--- config.mk ---
export PLATFORM = sky130hd
export DESIGN_NAME = axi_dma_ctrl_flat
export DESIGN_NICKNAME = d
export VERILOG_FILES = /design/src/rtl/axi_dma_if.sv /design/src/rtl/axi_dma_ctrl.sv /design/src/flat_wrapper.sv
export SDC_FILE = /design/constraint.sdc
export NUM_CORES = 2
export LEC_CHECK = 0
export CAP_MARGIN = 0
export CORE_MARGIN = 3
export CORE_UTILIZATION = 45
export CTS_CLUSTER_SIZE = 10
export DETAILED_ROUTE_END_ITERATION = 10
export HOLD_SLACK_MARGIN = 0.08
export REMOVE_ABC_BUFFERS = 1
export SLEW_MARGIN = 20
export SYNTH_ARGS = -nofsm -noshare
export SYNTH_HDL_FRONTEND = slang
export SYNTH_SLANG_ARGS = --single-unit
--- constraint.sdc ---
create_clock -name clk -period 14 [get_ports clk]
set_clock_uncertainty 0.05 [all_clocks]
set_input_delay 1.4 -clock clk [delete_from_list [all_inputs] [get_ports clk]]
set_output_delay 1.4 -clock clk [all_outputs]
set_load 0.05 [all_outputs]
--- src/rtl/axi_dma_if.sv ---
// -----------------------------------------------------------------------------
// axi_dma_if
// Bundle of the AXI4 master signals used by axi_dma_ctrl (AR, R, AW, W, B).
//   master modport : DMA side (drives VALIDs on AR/AW/W, READYs on R/B)
//   slave  modport : memory / interconnect side
// Parameters:
//   ADDR_WD - address width in bits
//   DATA_WD - data width in bits (WSTRB is DATA_WD/8 wide)
// -----------------------------------------------------------------------------
interface axi_dma_if #(
    parameter int ADDR_WD = 32,
    parameter int DATA_WD = 32
);
    localparam int STRB_WD = DATA_WD / 8;

    logic               M_AXI_ARVALID;
    logic               M_AXI_ARREADY;
    logic [ADDR_WD-1:0] M_AXI_ARADDR;
    logic [7:0]         M_AXI_ARLEN;
    logic [2:0]         M_AXI_ARSIZE;
    logic [1:0]         M_AXI_ARBURST;

    logic               M_AXI_RVALID;
    logic               M_AXI_RREADY;
    logic [DATA_WD-1:0] M_AXI_RDATA;
    logic [1:0]         M_AXI_RRESP;
    logic               M_AXI_RLAST;

    logic               M_AXI_AWVALID;
    logic               M_AXI_AWREADY;
    logic [ADDR_WD-1:0] M_AXI_AWADDR;
    logic [7:0]         M_AXI_AWLEN;
    logic [2:0]         M_AXI_AWSIZE;
    logic [1:0]         M_AXI_AWBURST;

    logic               M_AXI_WVALID;
    logic               M_AXI_WREADY;
    logic [DATA_WD-1:0] M_AXI_WDATA;
    logic [STRB_WD-1:0] M_AXI_WSTRB;
    logic               M_AXI_WLAST;

    logic               M_AXI_BVALID;
    logic               M_AXI_BREADY;
    logic [1:0]         M_AXI_BRESP;

    modport master (
        output M_AXI_ARVALID, M_AXI_ARADDR, M_AXI_ARLEN, M_AXI_ARSIZE, M_AXI_ARBURST,
        input  M_AXI_ARREADY,
        input  M_AXI_RVALID, M_AXI_RDATA, M_AXI_RRESP, M_AXI_RLAST,
        output M_AXI_RREADY,
        output M_AXI_AWVALID, M_AXI_AWADDR, M_AXI_AWLEN, M_AXI_AWSIZE, M_AXI_AWBURST,
        input  M_AXI_AWREADY,
        output M_AXI_WVALID, M_AXI_WDATA, M_AXI_WSTRB, M_AXI_WLAST,
        input  M_AXI_WREADY,
        input  M_AXI_BVALID, M_AXI_BRESP,
        output M_AXI_BREADY
    );

    modport slave (
        input  M_AXI_ARVALID, M_AXI_ARADDR, M_AXI_ARLEN, M_AXI_ARSIZE, M_AXI_ARBURST,
        output M_AXI_ARREADY,
        output M_AXI_RVALID, M_AXI_RDATA, M_AXI_RRESP, M_AXI_RLAST,
        input  M_AXI_RREADY,
        input  M_AXI_AWVALID, M_AXI_AWADDR, M_AXI_AWLEN, M_AXI_AWSIZE, M_AXI_AWBURST,
        output M_AXI_AWREADY,
        input  M_AXI_WVALID, M_AXI_WDATA, M_AXI_WSTRB, M_AXI_WLAST,
        output M_AXI_WREADY,
        output M_AXI_BVALID, M_AXI_BRESP,
        input  M_AXI_BREADY
    );
endinterface

--- src/rtl/axi_dma_ctrl.sv ---
// -----------------------------------------------------------------------------
// axi_dma_ctrl
// Single-command memory-to-memory DMA. A command (src, dst, byte length) is
// split into INCR bursts that never cross a 4KB page on either side; source
// data is read into an internal FIFO and written back out to the destination.
// Ports:
//   clk, rst            - clock, synchronous active-high reset
//   cmd_*               - copy command (valid/ready handshake)
//   err                 - sticky response error (only with DMA_ERR_STATUS_EN)
//   m_axi               - AXI4 master port (axi_dma_if.master)
// Optional feature macro: DMA_ERR_STATUS_EN
// -----------------------------------------------------------------------------
module axi_dma_ctrl #(
    parameter int ADDR_WD       = 32,
    parameter int DATA_WD       = 32,
    parameter int CHANNEL_COUNT = 8,
    parameter int MAX_BURST_LEN = 16
) (
    input  logic               clk,
    input  logic               rst,
    input  logic               cmd_valid,
    input  logic [ADDR_WD-1:0] cmd_src_addr,
    input  logic [ADDR_WD-1:0] cmd_dst_addr,
    input  logic [1:0]         cmd_burst,
    input  logic [ADDR_WD-1:0] cmd_len,
    input  logic [2:0]         cmd_size,
    output logic               cmd_ready,
`ifdef DMA_ERR_STATUS_EN
    output logic               err,
`endif
    axi_dma_if.master          m_axi
);
    localparam int STRB_WD = DATA_WD / 8;
    localparam int SZ      = $clog2(STRB_WD);
    localparam int DEPTH   = 2 * MAX_BURST_LEN;
    localparam int PW      = (DEPTH > 1) ? $clog2(DEPTH) : 1;
    localparam int CW      = $clog2(DEPTH + 1);
    localparam int OW      = $clog2(CHANNEL_COUNT + 1);

    localparam logic [ADDR_WD-1:0] ONE_A      = ADDR_WD'(1);
    localparam logic [ADDR_WD-1:0] MAX_A      = ADDR_WD'(MAX_BURST_LEN);
    localparam logic [ADDR_WD-1:0] PAGE_BYTES = ADDR_WD'(4096);
    localparam logic [ADDR_WD-1:0] ALIGN_MASK = ~ADDR_WD'(STRB_WD - 1);

    typedef enum logic [0:0] {ST_IDLE = 1'b0, ST_RUN = 1'b1} state_t;

    state_t             state_q;
    logic               cmd_ready_q, rready_q, bready_q;
    logic [ADDR_WD-1:0] src_q, dst_q, aw_next_q, rem_q;
    logic [2:0]         size_q;
    logic               arvalid_q, awvalid_q;
    logic [ADDR_WD-1:0] araddr_q, awaddr_q;
    logic [7:0]         arlen_q, awlen_q;
    logic [OW-1:0]      rd_out_q, wr_out_q;
    logic [CW-1:0]      pend_aw_q, pend_w_q, f_cnt_q, free_q;
    logic [7:0]         lens_q [DEPTH];
    logic [PW-1:0]      lq_wr_q, lq_aw_q, lq_w_q, f_wr_q, f_rd_q;
    logic [DATA_WD-1:0] fifo_q [DEPTH];
    logic [7:0]         w_beat_q;

    function automatic logic [PW-1:0] ptr_inc(input logic [PW-1:0] p);
        return (p == PW'(DEPTH - 1)) ? {PW{1'b0}} : p + PW'(1);
    endfunction

    // Burst length: limited by remaining beats, max burst and both 4KB pages.
    logic [ADDR_WD-1:0] src_room_s, dst_room_s, beats_a_s, beats_b_s, beats_s;
    assign src_room_s = (PAGE_BYTES - ADDR_WD'(src_q[11:0])) >> SZ;
    assign dst_room_s = (PAGE_BYTES - ADDR_WD'(dst_q[11:0])) >> SZ;
    assign beats_a_s  = (rem_q < MAX_A) ? rem_q : MAX_A;
    assign beats_b_s  = (src_room_s < beats_a_s) ? src_room_s : beats_a_s;
    assign beats_s    = (dst_room_s < beats_b_s) ? dst_room_s : beats_b_s;

    logic ar_hs_s, r_hs_s, rlast_hs_s, aw_hs_s, wvalid_s, w_hs_s, wlast_s, b_hs_s;
    logic ar_go_s, aw_go_s, done_s;
    assign ar_hs_s    = arvalid_q && m_axi.M_AXI_ARREADY;
    assign r_hs_s     = m_axi.M_AXI_RVALID && rready_q;
    assign rlast_hs_s = r_hs_s && m_axi.M_AXI_RLAST;
    assign aw_hs_s    = awvalid_q && m_axi.M_AXI_AWREADY;
    assign wvalid_s   = (f_cnt_q != {CW{1'b0}}) && (pend_w_q != {CW{1'b0}});
    assign w_hs_s     = wvalid_s && m_axi.M_AXI_WREADY;
    assign wlast_s    = (w_beat_q == lens_q[lq_w_q]);
    assign b_hs_s     = m_axi.M_AXI_BVALID && bready_q;

    // A read is launched only with FIFO space reserved for the whole burst,
    // so R beats can always be accepted.
    assign ar_go_s = (state_q == ST_RUN) && !arvalid_q && (rem_q != {ADDR_WD{1'b0}}) &&
                     (rd_out_q < OW'(CHANNEL_COUNT)) && (ADDR_WD'(free_q) >= beats_s);
    assign aw_go_s = (state_q == ST_RUN) && !awvalid_q && (pend_aw_q != {CW{1'b0}}) &&
                     (wr_out_q < OW'(CHANNEL_COUNT));
    assign done_s  = (state_q == ST_RUN) && (rem_q == {ADDR_WD{1'b0}}) && !arvalid_q &&
                     !awvalid_q && (rd_out_q == {OW{1'b0}}) && (wr_out_q == {OW{1'b0}}) &&
                     (pend_aw_q == {CW{1'b0}}) && (pend_w_q == {CW{1'b0}}) &&
                     (f_cnt_q == {CW{1'b0}});

    // Command FSM, burst issue, outstanding counters and data FIFO.
    always_ff @(posedge clk) begin
        if (rst) begin
            state_q     <= ST_IDLE;
            cmd_ready_q <= 1'b0;
            rready_q    <= 1'b0;
            bready_q    <= 1'b0;
            src_q       <= {ADDR_WD{1'b0}};
            dst_q       <= {ADDR_WD{1'b0}};
            aw_next_q   <= {ADDR_WD{1'b0}};
            rem_q       <= {ADDR_WD{1'b0}};
            size_q      <= 3'd0;
            arvalid_q   <= 1'b0;
            awvalid_q   <= 1'b0;
            araddr_q    <= {ADDR_WD{1'b0}};
            awaddr_q    <= {ADDR_WD{1'b0}};
            arlen_q     <= 8'd0;
            awlen_q     <= 8'd0;
            rd_out_q    <= {OW{1'b0}};
            wr_out_q    <= {OW{1'b0}};
            pend_aw_q   <= {CW{1'b0}};
            pend_w_q    <= {CW{1'b0}};
            f_cnt_q     <= {CW{1'b0}};
            free_q      <= CW'(DEPTH);
            lq_wr_q     <= {PW{1'b0}};
            lq_aw_q     <= {PW{1'b0}};
            lq_w_q      <= {PW{1'b0}};
            f_wr_q      <= {PW{1'b0}};
            f_rd_q      <= {PW{1'b0}};
            w_beat_q    <= 8'd0;
        end else begin
            rready_q <= 1'b1;
            bready_q <= 1'b1;

            case (state_q)
                ST_IDLE: begin
                    if (cmd_valid && cmd_ready_q) begin
                        state_q     <= ST_RUN;
                        cmd_ready_q <= 1'b0;
                        src_q       <= cmd_src_addr & ALIGN_MASK;
                        dst_q       <= cmd_dst_addr & ALIGN_MASK;
                        aw_next_q   <= cmd_dst_addr & ALIGN_MASK;
                        rem_q       <= cmd_len >> SZ;
                        size_q      <= cmd_size;
                    end else begin
                        cmd_ready_q <= 1'b1;
                    end
                end
                ST_RUN: begin
                    if (done_s) begin
                        state_q     <= ST_IDLE;
                        cmd_ready_q <= 1'b1;
                    end else begin
                        cmd_ready_q <= 1'b0;
                    end
                end
                default: begin
                    state_q     <= ST_IDLE;
                    cmd_ready_q <= 1'b0;
                end
            endcase

            // AR channel: fields latched at launch, pointers advance at handshake.
            if (ar_go_s) begin
                arvalid_q        <= 1'b1;
                araddr_q         <= src_q;
                arlen_q          <= 8'(beats_s - ONE_A);
                lens_q[lq_wr_q]  <= 8'(beats_s - ONE_A);
                lq_wr_q          <= ptr_inc(lq_wr_q);
            end else if (ar_hs_s) begin
                arvalid_q <= 1'b0;
                src_q     <= src_q + ((ADDR_WD'(arlen_q) + ONE_A) << SZ);
                dst_q     <= dst_q + ((ADDR_WD'(arlen_q) + ONE_A) << SZ);
                rem_q     <= rem_q - (ADDR_WD'(arlen_q) + ONE_A);
            end else begin
                arvalid_q <= arvalid_q;
            end

            // AW channel: follows AR bursts in order, using the recorded lengths.
            if (aw_go_s) begin
                awvalid_q <= 1'b1;
                awaddr_q  <= aw_next_q;
                awlen_q   <= lens_q[lq_aw_q];
                aw_next_q <= aw_next_q + ((ADDR_WD'(lens_q[lq_aw_q]) + ONE_A) << SZ);
                lq_aw_q   <= ptr_inc(lq_aw_q);
            end else if (aw_hs_s) begin
                awvalid_q <= 1'b0;
            end else begin
                awvalid_q <= awvalid_q;
            end

            // W beat counter; the length entry is retired on the last beat.
            if (w_hs_s) begin
                if (wlast_s) begin
                    w_beat_q <= 8'd0;
                    lq_w_q   <= ptr_inc(lq_w_q);
                end else begin
                    w_beat_q <= w_beat_q + 8'd1;
                end
            end else begin
                w_beat_q <= w_beat_q;
            end

            if (r_hs_s) begin
                fifo_q[f_wr_q] <= m_axi.M_AXI_RDATA;
                f_wr_q         <= ptr_inc(f_wr_q);
            end else begin
                f_wr_q <= f_wr_q;
            end
            if (w_hs_s) begin
                f_rd_q <= ptr_inc(f_rd_q);
            end else begin
                f_rd_q <= f_rd_q;
            end

            f_cnt_q   <= f_cnt_q + CW'(r_hs_s) - CW'(w_hs_s);
            free_q    <= free_q - (ar_go_s ? CW'(beats_s) : {CW{1'b0}}) + CW'(w_hs_s);
            rd_out_q  <= rd_out_q + OW'(ar_hs_s) - OW'(rlast_hs_s);
            wr_out_q  <= wr_out_q + OW'(aw_hs_s) - OW'(b_hs_s);
            pend_aw_q <= pend_aw_q + CW'(ar_hs_s) - CW'(aw_go_s);
            pend_w_q  <= pend_w_q + CW'(aw_hs_s) - CW'(w_hs_s && wlast_s);
        end
    end

`ifdef DMA_ERR_STATUS_EN
    logic err_q;
    // Sticky error flag, cleared when the next command is accepted.
    always_ff @(posedge clk) begin
        if (rst) begin
            err_q <= 1'b0;
        end else if (cmd_valid && cmd_ready_q && (state_q == ST_IDLE)) begin
            err_q <= 1'b0;
        end else if ((r_hs_s && (m_axi.M_AXI_RRESP != 2'b00)) ||
                     (b_hs_s && (m_axi.M_AXI_BRESP != 2'b00))) begin
            err_q <= 1'b1;
        end else begin
            err_q <= err_q;
        end
    end
    assign err = err_q;
`endif

    // Only INCR is supported and responses are not acted on.
    logic unused_s;
    assign unused_s = ^{cmd_burst, m_axi.M_AXI_RRESP, m_axi.M_AXI_BRESP};

    assign cmd_ready             = cmd_ready_q;
    assign m_axi.M_AXI_ARVALID   = arvalid_q;
    assign m_axi.M_AXI_ARADDR    = araddr_q;
    assign m_axi.M_AXI_ARLEN     = arlen_q;
    assign m_axi.M_AXI_ARSIZE    = size_q;
    assign m_axi.M_AXI_ARBURST   = 2'b01;
    assign m_axi.M_AXI_RREADY    = rready_q;
    assign m_axi.M_AXI_AWVALID   = awvalid_q;
    assign m_axi.M_AXI_AWADDR    = awaddr_q;
    assign m_axi.M_AXI_AWLEN     = awlen_q;
    assign m_axi.M_AXI_AWSIZE    = size_q;
    assign m_axi.M_AXI_AWBURST   = 2'b01;
    assign m_axi.M_AXI_WVALID    = wvalid_s;
    assign m_axi.M_AXI_WDATA     = fifo_q[f_rd_q];
    assign m_axi.M_AXI_WSTRB     = {STRB_WD{1'b1}};
    assign m_axi.M_AXI_WLAST     = wlast_s;
    assign m_axi.M_AXI_BREADY    = bready_q;
endmodule

--- src/flat_wrapper.sv ---
// flat-port wrapper written by rule: the top's interface ports become plain ports
module axi_dma_ctrl_flat 
#(
    parameter int ADDR_WD       = 32,
    parameter int DATA_WD       = 32,
    parameter int CHANNEL_COUNT = 8,
    parameter int MAX_BURST_LEN = 16
)
  (clk, rst, cmd_valid, cmd_src_addr, cmd_dst_addr, cmd_burst, cmd_len, cmd_size, cmd_ready, m_axi_M_AXI_ARVALID, m_axi_M_AXI_ARADDR, m_axi_M_AXI_ARLEN, m_axi_M_AXI_ARSIZE, m_axi_M_AXI_ARBURST, m_axi_M_AXI_ARREADY, m_axi_M_AXI_RVALID, m_axi_M_AXI_RDATA, m_axi_M_AXI_RRESP, m_axi_M_AXI_RLAST, m_axi_M_AXI_RREADY, m_axi_M_AXI_AWVALID, m_axi_M_AXI_AWADDR, m_axi_M_AXI_AWLEN, m_axi_M_AXI_AWSIZE, m_axi_M_AXI_AWBURST, m_axi_M_AXI_AWREADY, m_axi_M_AXI_WVALID, m_axi_M_AXI_WDATA, m_axi_M_AXI_WSTRB, m_axi_M_AXI_WLAST, m_axi_M_AXI_WREADY, m_axi_M_AXI_BVALID, m_axi_M_AXI_BRESP, m_axi_M_AXI_BREADY);
  axi_dma_if #(.ADDR_WD(ADDR_WD), .DATA_WD(DATA_WD)) m_axi_i ();
  input  logic clk;
  input  logic rst;
  input  logic cmd_valid;
  input  logic [ADDR_WD-1:0] cmd_src_addr;
  input  logic [ADDR_WD-1:0] cmd_dst_addr;
  input  logic [1:0] cmd_burst;
  input  logic [ADDR_WD-1:0] cmd_len;
  input  logic [2:0] cmd_size;
  output logic cmd_ready;
  output wire logic [$bits(m_axi_i.M_AXI_ARVALID)-1:0] m_axi_M_AXI_ARVALID;
  output wire logic [$bits(m_axi_i.M_AXI_ARADDR)-1:0] m_axi_M_AXI_ARADDR;
  output wire logic [$bits(m_axi_i.M_AXI_ARLEN)-1:0] m_axi_M_AXI_ARLEN;
  output wire logic [$bits(m_axi_i.M_AXI_ARSIZE)-1:0] m_axi_M_AXI_ARSIZE;
  output wire logic [$bits(m_axi_i.M_AXI_ARBURST)-1:0] m_axi_M_AXI_ARBURST;
  input wire logic [$bits(m_axi_i.M_AXI_ARREADY)-1:0] m_axi_M_AXI_ARREADY;
  input wire logic [$bits(m_axi_i.M_AXI_RVALID)-1:0] m_axi_M_AXI_RVALID;
  input wire logic [$bits(m_axi_i.M_AXI_RDATA)-1:0] m_axi_M_AXI_RDATA;
  input wire logic [$bits(m_axi_i.M_AXI_RRESP)-1:0] m_axi_M_AXI_RRESP;
  input wire logic [$bits(m_axi_i.M_AXI_RLAST)-1:0] m_axi_M_AXI_RLAST;
  output wire logic [$bits(m_axi_i.M_AXI_RREADY)-1:0] m_axi_M_AXI_RREADY;
  output wire logic [$bits(m_axi_i.M_AXI_AWVALID)-1:0] m_axi_M_AXI_AWVALID;
  output wire logic [$bits(m_axi_i.M_AXI_AWADDR)-1:0] m_axi_M_AXI_AWADDR;
  output wire logic [$bits(m_axi_i.M_AXI_AWLEN)-1:0] m_axi_M_AXI_AWLEN;
  output wire logic [$bits(m_axi_i.M_AXI_AWSIZE)-1:0] m_axi_M_AXI_AWSIZE;
  output wire logic [$bits(m_axi_i.M_AXI_AWBURST)-1:0] m_axi_M_AXI_AWBURST;
  input wire logic [$bits(m_axi_i.M_AXI_AWREADY)-1:0] m_axi_M_AXI_AWREADY;
  output wire logic [$bits(m_axi_i.M_AXI_WVALID)-1:0] m_axi_M_AXI_WVALID;
  output wire logic [$bits(m_axi_i.M_AXI_WDATA)-1:0] m_axi_M_AXI_WDATA;
  output wire logic [$bits(m_axi_i.M_AXI_WSTRB)-1:0] m_axi_M_AXI_WSTRB;
  output wire logic [$bits(m_axi_i.M_AXI_WLAST)-1:0] m_axi_M_AXI_WLAST;
  input wire logic [$bits(m_axi_i.M_AXI_WREADY)-1:0] m_axi_M_AXI_WREADY;
  input wire logic [$bits(m_axi_i.M_AXI_BVALID)-1:0] m_axi_M_AXI_BVALID;
  input wire logic [$bits(m_axi_i.M_AXI_BRESP)-1:0] m_axi_M_AXI_BRESP;
  output wire logic [$bits(m_axi_i.M_AXI_BREADY)-1:0] m_axi_M_AXI_BREADY;
  assign m_axi_M_AXI_ARVALID = m_axi_i.M_AXI_ARVALID;
  assign m_axi_M_AXI_ARADDR = m_axi_i.M_AXI_ARADDR;
  assign m_axi_M_AXI_ARLEN = m_axi_i.M_AXI_ARLEN;
  assign m_axi_M_AXI_ARSIZE = m_axi_i.M_AXI_ARSIZE;
  assign m_axi_M_AXI_ARBURST = m_axi_i.M_AXI_ARBURST;
  assign m_axi_i.M_AXI_ARREADY = m_axi_M_AXI_ARREADY;
  assign m_axi_i.M_AXI_RVALID = m_axi_M_AXI_RVALID;
  assign m_axi_i.M_AXI_RDATA = m_axi_M_AXI_RDATA;
  assign m_axi_i.M_AXI_RRESP = m_axi_M_AXI_RRESP;
  assign m_axi_i.M_AXI_RLAST = m_axi_M_AXI_RLAST;
  assign m_axi_M_AXI_RREADY = m_axi_i.M_AXI_RREADY;
  assign m_axi_M_AXI_AWVALID = m_axi_i.M_AXI_AWVALID;
  assign m_axi_M_AXI_AWADDR = m_axi_i.M_AXI_AWADDR;
  assign m_axi_M_AXI_AWLEN = m_axi_i.M_AXI_AWLEN;
  assign m_axi_M_AXI_AWSIZE = m_axi_i.M_AXI_AWSIZE;
  assign m_axi_M_AXI_AWBURST = m_axi_i.M_AXI_AWBURST;
  assign m_axi_i.M_AXI_AWREADY = m_axi_M_AXI_AWREADY;
  assign m_axi_M_AXI_WVALID = m_axi_i.M_AXI_WVALID;
  assign m_axi_M_AXI_WDATA = m_axi_i.M_AXI_WDATA;
  assign m_axi_M_AXI_WSTRB = m_axi_i.M_AXI_WSTRB;
  assign m_axi_M_AXI_WLAST = m_axi_i.M_AXI_WLAST;
  assign m_axi_i.M_AXI_WREADY = m_axi_M_AXI_WREADY;
  assign m_axi_i.M_AXI_BVALID = m_axi_M_AXI_BVALID;
  assign m_axi_i.M_AXI_BRESP = m_axi_M_AXI_BRESP;
  assign m_axi_M_AXI_BREADY = m_axi_i.M_AXI_BREADY;
  axi_dma_ctrl #(.ADDR_WD(ADDR_WD), .DATA_WD(DATA_WD), .CHANNEL_COUNT(CHANNEL_COUNT), .MAX_BURST_LEN(MAX_BURST_LEN)) u_core (.clk(clk), .rst(rst), .cmd_valid(cmd_valid), .cmd_src_addr(cmd_src_addr), .cmd_dst_addr(cmd_dst_addr), .cmd_burst(cmd_burst), .cmd_len(cmd_len), .cmd_size(cmd_size), .cmd_ready(cmd_ready), .m_axi(m_axi_i));
endmodule
==> results.rst <==
.. list-table::
   :header-rows: 1

   * - Metric
     - Value
   * - Run status
     - completed
   * - Final setup violation count
     - 0
   * - Total of cells resized after clock tree synthesis
     - 0
   * - Sw Ratio
     - 0.290
   * - Sum of overflow across all layers after global routing
     - 0
   * - R2r endpoint
     - u_core.lens_q[19][6]
   * - Drt wl/cell
     - between 20 and 30 um
   * - Total number of vias
     - 37199
   * - Fill count
     - around 12000
   * - Worst rel slew slack
     - 0.198
   * - Launching element of the worst setup path
     - u_core.src_q[0]
   * - Psw
     - 3.69 mW
   * - Sequential Area
     - 0.0439 mm2
   * - Max-cap violations
     - 0
   * - Internal power component
     - 9.03 mW
   * - Number of cells on the critical path
     - 30
   * - Async SR Flop Fraction
     - 0
   * - Synthesis Warnings
     - 0
   * - Crit Path Category
     - reg -> reg
   * - Post-route cell area
     - 0.0764 mm2
   * - Largest net degree at the start of global routing
     - 169
   * - Area of the core
     - 0.146 mm2
   * - Number of remaining DRC errors
     - 0
   * - Vias in the first global route
     - 37470
   * - Top cells by area, synth
     - sky130_fd_sc_hd__edfxtp_1 58%, sky130_fd_sc_hd__mux4_2 15%, sky130_fd_sc_hd__dfxtp_1 8.2%, sky130_fd_sc_hd__ha_1 2.4%, sky130_fd_sc_hd__nand2_1 1.8%
   * - Number of port buffers
     - 256
   * - Total CTS buffers
     - between 150 and 200
   * - Post-route non-filler standard cell count
     - 6311
   * - Cell family contributing the most delay on the critical path
     - simple AND/OR/NAND/NOR gates
   * - Worst Path Arrival
     - 9.88 ns
   * - Proportion of layout cells with a drive suffix above 1
     - 0.194
   * - Worst Path Buf+Inv
     - 4
   * - Total area of multi-input combinational cells
     - 0.0214 mm2
   * - Worst flop-to-flop path startpoint
     - u_core.src_q[0]
   * - GR met1 Demand/Resource
     - 0.290
   * - Die Width
     - 390 um
   * - Routed Wire Length
     - 166000 um
   * - Endpoint of the worst setup timing path
     - u_core.lens_q[19][6]
   * - Commonest register cell after synthesis
     - sky130_fd_sc_hd__edfxtp_1
   * - #FFs+latches synth
     - ~1600
   * - Critical path capture point type
     - flip-flop
   * - CTS HTree Levels
     - 4
   * - Remaining antenna violation count after routing
     - 0
   * - Cell accounting for the most synthesized area
     - sky130_fd_sc_hd__edfxtp_1
   * - Post-layout minimum cycle time
     - ~9.5 ns
   * - Worst min-delay path class
     - reg -> reg
   * - Met3 capacity usage during global routing
     - 0.0412
   * - Starting Density
     - 0.454
   * - Logic depth of the worst register-to-register path
     - 30
   * - Post-synthesis instance total
     - 4034
   * - Worst IR Drop VDD
     - 0.238 mV
   * - Cell variety after synth
     - between 80 and 90
   * - Share of Yosys cell area claimed by the top area cell type
     - 0.580
   * - Clock latency reported for the late side of the worst-skew pair
     - about 0.81 ns
   * - Critical-path maximum fanout
     - 48
   * - CTS tree
     - built
   * - Most common cell type on the critical path
     - sky130_fd_sc_hd__ha_1
   * - Max incr delay on CP
     - approximately 0.93 ns
   * - Root buffer selected by CTS
     - sky130_fd_sc_hd__clkbuf_16
   * - Number of placed instances with taps included
     - slightly above 6000
   * - Chip Height
     - 390 um
   * - Post-synthesis sequential area ratio
     - 0.662
   * - Overall power
     - 12.7 mW
   * - Number of antenna violations at the first check in global routing
     - 11
   * - Initial DRC count
     - about 3100
   * - Overall track demand over capacity in global routing
     - 0.218
   * - Slew of the pin with the lowest slew margin
     - ~1.2 ns
   * - Placed Instance Area
     - 0.0712 mm2
   * - Per-cell via count in the routed design
     - 5.89
   * - Hold buffer count at CTS
     - 0
   * - Leak pwr
     - 23.9 nW
   * - Area overhead of the layout relative to synthesis
     - 15.2%
   * - Slew Viols, Final
     - 0
   * - Grt met2 use
     - 0.363
   * - FF-to-FF setup slack
     - 4.45 ns
   * - Final RePlAce weighted congestion
     - 0.840
   * - Critical Path RT
     - 14.34 ns
   * - Highest-utilization routing layer at the global route stage
     - met2
   * - Detailed-routing iteration count for the pre-antenna-repair pass
     - 7
   * - Cell area after synthesis
     - 0.0663 mm2
   * - Deepest clock path buffer count
     - 3
   * - Max Freq
     - 105 MHz
   * - Clk sinks
     - 1552
   * - Post-CTS setup buffers
     - 0
   * - Logic pwr share
     - 0.224
   * - Clock transition time at the flip-flop clock pins of the worst setup and hold paths
     - ~0.060 ns
   * - Power density over cell area
     - 167 mW/mm2
   * - Final clock period utilization by the worst path
     - 0.682
   * - EDFF count, synth
     - 1280
   * - Share of total power in sequential cells
     - 0.451
   * - Final setup TNS
     - 0 ns
   * - Hold Fails Final Rpt
     - 0
   * - Clock network fraction of total power
     - 0.324
   * - Critical Path Slowest Stage Cell
     - sky130_fd_sc_hd__nor2_1
   * - Final net count
     - ~4600
   * - I/O pin cnt
     - 279
   * - Unrepaired setup endpoints after global routing
     - no
   * - Launching element type of the critical path
     - flip-flop
   * - Row count
     - 140
   * - Per-instance average area after synthesis
     - 16.4 um2
   * - Die area
     - 0.152 mm2
   * - Global-route wire length before repair
     - 246000 um
   * - Post-detail-place hpwl
     - 97600 um
[sequential cells by signal, summed over array words and instances, names as in the netlist, 12 cells and up, named ones only]
name / count
u_core.m_axi.M_AXI_AWADDR: 30
u_core.rem_q: 32
u_core.fifo_q: 1024
u_core.aw_next_q: 30
u_core.dst_q: 12
u_core.m_axi.M_AXI_ARADDR: 32
u_core.src_q: 32
u_core.lens_q: 256
[cell usage in the layout, fill, tap and decap left out, types with 103 or more instances in the layout]
master | Yosys | routed
sky130_fd_sc_hd__edfxtp_1 | 1280 | 1280
sky130_fd_sc_hd__mux4_2 | 446 | 446
sky130_fd_sc_hd__nand2_1 | 319 | 318
sky130_fd_sc_hd__dfxtp_1 | 272 | 263
sky130_fd_sc_hd__clkdlybuf4s50_1 | 0 | 248
sky130_fd_sc_hd__nor2_1 | 235 | 201
sky130_fd_sc_hd__clkbuf_16 | 0 | 177
sky130_fd_sc_hd__a21oi_1 | 175 | 175
sky130_fd_sc_hd__ha_1 | 125 | 125
sky130_fd_sc_hd__inv_1 | 105 | 103
[stage by stage]
step / worst slack (ns) / hold WS, ns / utilization
floorplan: 0.589 / 0.384 / -
global placement: 4.05 / 0.392 / 0.488
detailed placement: 4.53 / 0.397 / 0.488
CTS: 4.45 / 0.394 / 0.523
global route: 3.76 / 0.426 / 0.523
finish: 4.45 / 0.403 / 0.523
[cell usage after synthesis, drive strengths merged (35+ instances only)]
library cell / number
mux4: 446
nor2: 236
nand3: 53
dfxtp: 272
xnor2: 54
mux2: 36
edfxtp: 1280
inv: 105
o21ai: 71
and3: 37
a31oi: 47
xor2: 35
clkbuf: 152
nor3: 40
a311oi: 38
mux2i: 53
nand2: 319
buf: 81
a211oi: 36
ha: 125
a21oi: 175
[layout make-up]
class / instances / share of cell area
Tap cell: 1917 / 0.0314
Timing Repair Buffer: 328 / 0.0417
Clock buffer: 223 / 0.0608
Multi-Input combinational cell: 2155 / 0.280
Inverter: 108 / 0.00531
Sequential cell: 1552 / 0.575
Clock inverter: 21 / 0.00534
Antenna cell: 7 / 0.000229
[power by group through the flow]
stage | clock network [mW] | registers (mW) | logic [mW]
floorplan | 0 | 5.97 | 1.76
global placement | 0 | 5.84 | 2.72
detailed placement | 0 | 5.84 | 2.75
CTS | 4.22 | 5.75 | 2.76
global route | 4.41 | 5.75 | 3.12
finish | 4.13 | 5.74 | 2.85
[worst register-to-register path: cells and delay by family (launching register included)]
family | cells | cell delay, ns
and+or+nand+nor | 9 | 3.57
buffers and inverters | 4 | 1.01
xor gates and xnor gates | 1 | 0.21
DFF | 1 | 0.34
AOI/OAI and AO/OA | 12 | 2.42
adders and majority gates | 3 | 0.92
muxes | 1 | 0.61
[worst min-delay path by stage]
stage          cells after the start                     startpoint                       endpoint  slack, ns
2_1_floorplan                      2               u_core.src_q[16]  u_core.m_axi.M_AXI_ARADDR[16]       0.38
3_3_place_gp                       2   u_core.m_axi.M_AXI_ARADDR[6]   u_core.m_axi.M_AXI_ARADDR[6]       0.39
3_5_place_dp                       2  u_core.m_axi.M_AXI_AWADDR[20]  u_core.m_axi.M_AXI_AWADDR[20]       0.40
4_1_cts                            2               u_core.src_q[22]  u_core.m_axi.M_AXI_ARADDR[22]       0.39
5_1_grt                            2  u_core.m_axi.M_AXI_AWADDR[18]  u_core.m_axi.M_AXI_AWADDR[18]       0.43
6_report                           2  u_core.m_axi.M_AXI_AWADDR[24]  u_core.m_axi.M_AXI_AWADDR[24]       0.40
[kinds of logic after synthesis]
| logic type | share of synthesized area |
|---|---|
| flip-flops | 0.662 |
| AND/OR/NAND/NOR | 0.0590 |
| AO/OA/AOI/OAI | 0.0533 |
| multiplexers | 0.166 |
| buffers and inverters | 0.0216 |
| adder cells (fa/ha/maj) | 0.0268 |
| XOR/XNOR | 0.0118 |
| other | 0.000113 |
[per-layer routing]
metal	share of wire	up-vias	wire, um
met5	0.0012	-	207
met4	0.031	2	5120
li1	-	16528	-
met1	0.41	19318	68000
met2	0.50	1094	83800
met3	0.056	257	9240
(Power assumes the default switching activity.)
